[src/rtl/fetch_unit.sv]
// fetch_unit
//   Instruction fetch stage between the instruction RAM and decode. Owns the
//   fetch PC and issues word reads to a synchronous RAM with a one-cycle read
//   latency. It pairs each returned word with its byte address and queues the
//   pair in a small output buffer that decode drains through a valid/ready
//   handshake. A redirect flushes the buffer and the in-flight read, then
//   restarts fetch at the new target.
//
//   Parameters
//     RESET_PC        byte address of the first fetch after reset
//     DEPTH           output buffer entries (2..8)
//
//   Ports
//     clk             rising-edge clock
//     reset           asynchronous, active-high reset
//     redirect        flush and restart fetch at redirect_target
//     redirect_target new fetch byte address (bits [1:0] ignored)
//     mem_addr        word address to RAM (fetch_pc[31:2]), always driven
//     mem_re          read request qualifying mem_addr
//     mem_dout        RAM read data, valid the cycle after mem_re
//     out_valid       out_pc/out_inst hold a fetched instruction
//     out_ready       decode accepts the head entry this cycle
//     out_pc          byte address of out_inst
//     out_inst        instruction word
module fetch_unit #(
   parameter logic [31:0] RESET_PC = 32'h0000_0000,
   parameter int unsigned DEPTH    = 2
) (
   input  logic        clk,
   input  logic        reset,
   input  logic        redirect,
   input  logic [31:0] redirect_target,
   output logic [29:0] mem_addr,
   output logic        mem_re,
   input  logic [31:0] mem_dout,
   output logic        out_valid,
   input  logic        out_ready,
   output logic [31:0] out_pc,
   output logic [31:0] out_inst
);

   localparam int unsigned PW = (DEPTH > 1) ? $clog2(DEPTH) : 1;
   localparam int unsigned CW = $clog2(DEPTH + 1);

   logic [31:0]   fetch_pc_q, fetch_pc_d;
   logic          inflight_q, inflight_d;
   logic [31:0]   inflight_pc_q, inflight_pc_d;
   logic [CW-1:0] count_q, count_d;
   logic [PW-1:0] rd_ptr_q, rd_ptr_d;
   logic [PW-1:0] wr_ptr_q, wr_ptr_d;
   logic [31:0]   pc_buf_q   [DEPTH];
   logic [31:0]   pc_buf_d   [DEPTH];
   logic [31:0]   inst_buf_q [DEPTH];
   logic [31:0]   inst_buf_d [DEPTH];

   logic          pop;
   logic          push;
   logic          issue;
   logic [CW:0]   occupancy;

   // The low two target bits carry no information for word-aligned fetch.
   logic          unused_target_bits;
   assign unused_target_bits = ^redirect_target[1:0];

   function automatic logic [PW-1:0] ptr_inc(input logic [PW-1:0] p);
      return (p == PW'(DEPTH - 1)) ? '0 : p + PW'(1);
   endfunction

   assign out_valid = (count_q != '0);
   assign out_pc    = pc_buf_q[rd_ptr_q];
   assign out_inst  = inst_buf_q[rd_ptr_q];
   assign mem_addr  = fetch_pc_q[31:2];

   assign pop  = out_valid & out_ready;
   assign push = inflight_q & ~redirect;

   // Credit check: entries held plus the read still in flight, minus the one
   // leaving this cycle, must leave room for the word this request returns.
   // The pop term makes out_ready combinationally reach mem_re.
   assign occupancy = {1'b0, count_q} + (CW+1)'(inflight_q) - (CW+1)'(pop);
   assign issue     = ~reset & ~redirect & (occupancy < (CW+1)'(DEPTH));
   assign mem_re    = issue;

   always_comb begin
      fetch_pc_d    = fetch_pc_q;
      inflight_d    = issue;
      inflight_pc_d = inflight_pc_q;
      count_d       = count_q;
      rd_ptr_d      = rd_ptr_q;
      wr_ptr_d      = wr_ptr_q;
      pc_buf_d      = pc_buf_q;
      inst_buf_d    = inst_buf_q;

      if (redirect) begin
         // Buffered entries and the returning word are discarded; a pop in
         // this cycle has still been taken by decode.
         fetch_pc_d = {redirect_target[31:2], 2'b00};
         inflight_d = 1'b0;
         count_d    = '0;
         rd_ptr_d   = '0;
         wr_ptr_d   = '0;
      end else begin
         if (issue) begin
            fetch_pc_d    = fetch_pc_q + 32'd4;
            inflight_pc_d = fetch_pc_q;
         end
         if (push) begin
            pc_buf_d[wr_ptr_q]   = inflight_pc_q;
            inst_buf_d[wr_ptr_q] = mem_dout;
            wr_ptr_d             = ptr_inc(wr_ptr_q);
         end
         if (pop) begin
            rd_ptr_d = ptr_inc(rd_ptr_q);
         end
         count_d = count_q + CW'(push) - CW'(pop);
      end
   end

   always_ff @(posedge clk or posedge reset) begin
      if (reset) begin
         fetch_pc_q    <= RESET_PC;
         inflight_q    <= 1'b0;
         inflight_pc_q <= '0;
         count_q       <= '0;
         rd_ptr_q      <= '0;
         wr_ptr_q      <= '0;
         for (int unsigned i = 0; i < DEPTH; i++) begin
            pc_buf_q[i]   <= '0;
            inst_buf_q[i] <= '0;
         end
      end else begin
         fetch_pc_q    <= fetch_pc_d;
         inflight_q    <= inflight_d;
         inflight_pc_q <= inflight_pc_d;
         count_q       <= count_d;
         rd_ptr_q      <= rd_ptr_d;
         wr_ptr_q      <= wr_ptr_d;
         pc_buf_q      <= pc_buf_d;
         inst_buf_q    <= inst_buf_d;
      end
   end

endmodule

[config.mk]
export PLATFORM = sky130hd
export DESIGN_NAME = fetch_unit
export DESIGN_NICKNAME = d
export VERILOG_FILES = /design/src/rtl/fetch_unit.sv
export SDC_FILE = /design/constraint.sdc
export NUM_CORES = 1
export LEC_CHECK = 0
export CAP_MARGIN = 20
export CORE_MARGIN = 3
export CORE_UTILIZATION = 23
export CTS_BUF_LIST = sky130_fd_sc_hd__clkbuf_8
export DETAILED_ROUTE_END_ITERATION = 8
export GPL_TIMING_DRIVEN = 0
export MAX_ROUTING_LAYER = met4
export PLACE_DENSITY = 0.43
export REMOVE_ABC_BUFFERS = 1
export SYNTH_ARGS = -nofsm -noshare
export SYNTH_HDL_FRONTEND = slang
export SYNTH_SLANG_ARGS = --single-unit
[constraint.sdc]
create_clock -name clk -period 7.5 [get_ports clk]
set_input_delay 1.5 -clock clk [delete_from_list [all_inputs] [get_ports clk]]
set_output_delay 1.5 -clock clk [all_outputs]
set_load 0.005 [all_outputs]
==> implementation parameters <==
Parameter                              Value

Clocking
  Clock tree from TritonCTS    done
  Clock tree root buffer cell    sky130_fd_sc_hd__clkbuf_8
  # resized after CTS    0
  CTS clock-pin slew for the worst setup and hold paths    0.09 ns
  Buffer depth of the longest clock path    2
  Post-CTS setup-driven buffer insertion count    0
  Clock latency reported for the late side of the worst-skew pair    0.48 ns
  Num Clock Sinks    189
  Post-CTS Hold Fix Bufs    0
  Total clock buffers created by CTS    17
  Htree depth    4

Worst setup path
  Required time reported for the critical path endpoint    6.00 ns
  Series of cell instances along the critical path    clkdlybuf4s50_1 > nand2_1 > nor2_1 > o21ai_0 > fa_1 > xnor2_2 > nand2_1 > inv_1 > clkdlybuf4s50_1
  R2R Setup Slk    3.64 ns
  Critical Path Source    out_ready
  Highest fanout seen on the critical path    18
  Register-to-Register Path Depth    9
  Worst setup path end    mem_re
  Critical path data arrival time    4.57 ns
  Category of cells accounting for the largest share of critical-path delay    buffers and inverters
  Crit-path slowest cell    sky130_fd_sc_hd__nand2_1
  Beginning of the worst register-to-register path    count_q[1]$_DFF_PP0_
  Crit. path cell count    9
  Worst setup path category    input port to output port
  Worst Path Buf+Inv    3
  Critical path capture point type    output port
  Startpoint type of the worst setup path    input port
  Worst reg2reg endpoint    inflight_pc_q[4]$_DFFE_PP0P_
  Worst path max stage delay    0.54 ns

Finish
  Post-layout utilization of the core    30.7%
  Layout cells sized above 1    32.0%
  Number of inserted filler cells in the final layout    3757
  Antenna diode instance count    0
  Area grow syn2layout    30.4%
  Final standard cell area without fillers    0.0113 mm2
  Post-layout nets    891

Worst hold path
  Worst hold path class    register to register

Synth
  Syn Area/Cell    13.0 um2
  Number of synthesized flops with an enable pin    0
  Sequential element share of the synthesized area    54.5%
  Post-synthesis cell type with the largest combined area    sky130_fd_sc_hd__dfrtp_1
  Main area contributors after synthesis    sky130_fd_sc_hd__dfrtp_1 55%, sky130_fd_sc_hd__mux2_2 27%, sky130_fd_sc_hd__nand2_1 1.8%, sky130_fd_sc_hd__nand4_1 1.3%, sky130_fd_sc_hd__nand3_1 1.1%
  Share of the synthesized area in the top cell type    54.5%
  Yosys Warn Count    0
  Cell with the most instances after synthesis    sky130_fd_sc_hd__mux2_2
  Netlist area before placement    0.00867 mm2
  Number of flip-flops and latches in the synthesized netlist    189
  Post-synthesis async set-or-reset flop share    100%
  Synth cell count leaders    211 x sky130_fd_sc_hd__mux2_2, 189 x sky130_fd_sc_hd__dfrtp_1, 42 x sky130_fd_sc_hd__nand2_1
  Number of instances in the synthesized netlist    668
  Number of distinct library cells after synthesis    53
  Dominant register cell in the synthesized netlist    sky130_fd_sc_hd__dfrtp_1

Timing
  Final hold violation count    0
  F_max    165 MHz
  Actual transition at the worst max-transition pin    0.756 ns
  Setup repair after global routing missed its margin    no
  Slew Limit Fails    0
  Post-layout minimum cycle time    6.07 ns
  Slew headroom    49.1%
  Max Clock Skew    0.0151 ns
  Setup-violating endpoint count in the final report    0
  Share of the clock period used by the worst path after layout    80.9%

Pwr
  Pleak    4.63 nW
  Power per cell area    346 mW/mm2
  Worst supply voltage drop on vdd    0.000144 V
  Post-route total power    3.91 mW

Floorplan
  Cell row count    70
  Effective utilization at floorplan    23.5%
  Height of the die    200 um
  Die outline width    200 um
  Total die area    0.0401 mm2
  Top Ports    164
  Core ar.    0.0369 mm2

Drt
  Final routed DRC violation total    0
  Routed vias    5839
  Avg WL per Cell    18.4 um
  Total wire length    24500 um
  Number of optimization iterations in the first detailed-route pass    4
  First DRT Iteration DRCs    291
  Detail-routed via count per cell    4.37
  Final antenna-violating net count    0

Placed design
  Final HPWL from detailed placement    16700 um
  Cell area after placement    0.0109 mm2
  Routability Congestion    0.737
  Number of input and output port buffers inserted    159

Global route
  Vias in the first global route    6172
  Grt ovf    0
  Number of antenna violations at the first check in global routing    0
  Gr usage total    12.7%
  Maximum number of pins on one net before global-route repair    97
  Wire length of the first global-routing pass    38300 um

Flow run
  Reported max-cap violation count    0

Run status
  Outcome    finished clean
cell families (layout without fill, tap and decap cells):
family                   count (synthesis)  in the layout  synth area share, %
AND/OR/NAND/NOR                        149            149                 9.23
flip-flops                             189            189                 54.5
XOR/XNOR                                14             14                 1.50
AO/OA/AOI/OAI                           50             50                 3.98
adder cells (fa/ha/maj)                  4              4                0.664
other                                    1              2               0.0432
multiplexers                           213            213                 27.6
buffers and inverters                   48            210                 2.41
cells in the final DEF (no fill, tap or decap), drive strengths merged, types with 3 or more instances in the layout:
master and count:
a311o 4, a31oi 5, and2 4, and4 5
buf 7, clkbuf 19, clkdlybuf4s50 158, dfrtp 189
ha 3, inv 20, mux2 211, nand2 43
nand3 19, nand4 19, nor2 20, nor2b 6
nor3 4, nor4 6, o211ai 3, o21ai 19
o311ai 7, o31ai 6, or4 11, xnor2 8
xor2 6
where the power goes:
| group | total, mW | switching, mW | internal [mW] |
|---|---|---|---|
| logic | 1.50 | 0.524 | 0.978 |
| clock network | 0.720 | 0.407 | 0.313 |
| registers | 1.69 | 0.260 | 1.43 |
state kept, by name, indices dropped and copies added, names as in the netlist:
signal and flops:
inst_buf_q 64, pc_buf_q 60, fetch_pc_q 30, inflight_pc_q 30, count_q 2, inflight_q 1
rd_ptr_q 1, wr_ptr_q 1
worst min-delay path by stage:
stage | slack (ns) | to | cells after the start | from
2_1_floorplan | 0.46 | inflight_pc_q[15]$_DFFE_PP0P_ | 2 | inflight_pc_q[15]$_DFFE_PP0P_
6_report | 0.51 | inst_buf_q[18]$_DFFE_PP0P_ | 1 | inst_buf_q[18]$_DFFE_PP0P_
3_5_place_dp | 0.49 | inst_buf_q[18]$_DFFE_PP0P_ | 1 | inst_buf_q[18]$_DFFE_PP0P_
3_3_place_gp | 0.48 | inst_buf_q[25]$_DFFE_PP0P_ | 1 | inst_buf_q[25]$_DFFE_PP0P_
5_1_grt | 0.52 | inst_buf_q[27]$_DFFE_PP0P_ | 1 | inst_buf_q[27]$_DFFE_PP0P_
4_1_cts | 0.51 | inst_buf_q[18]$_DFFE_PP0P_ | 1 | inst_buf_q[18]$_DFFE_PP0P_
stage by stage:
step                      setup slack, ns  setup TNS, ns  hold WS [ns]  instances
after floorplan                     0.858              0         0.462        634
final                                1.43              0         0.508       1335
after global placement              -2.67        -697.96         0.481       1297
after global routing                 1.13              0         0.519       1335
after detailed placement             1.37              0         0.487       1303
after CTS                            1.37              0         0.512       1334
per-layer routing:
metal | track usage [%] | up-vias | share of wire (%)
met3 | 3.46 | 6 | 4.5
met2 | 19.6 | 128 | 46
li1 | - | 2732 | -
met5 | - | - | 0
met4 | 2.05 | 0 | 0.62
met1 | 17.1 | 2973 | 49
final cells by class:
| class | instances | area [um2] | area share, % |
|---|---|---|---|
| flip-flops and latches | 189 | 4730 | 41.8 |
| multi-input cells | 432 | 3760 | 33.2 |
| repair buffers | 166 | 1730 | 15.3 |
| well taps | 504 | 631 | 5.57 |
| clock buffers | 18 | 248 | 2.19 |
| clock inverters | 13 | 153 | 1.35 |
| inverters | 13 | 56.3 | 0.498 |
No activity file was read; power rests on OpenSTA's default activity.
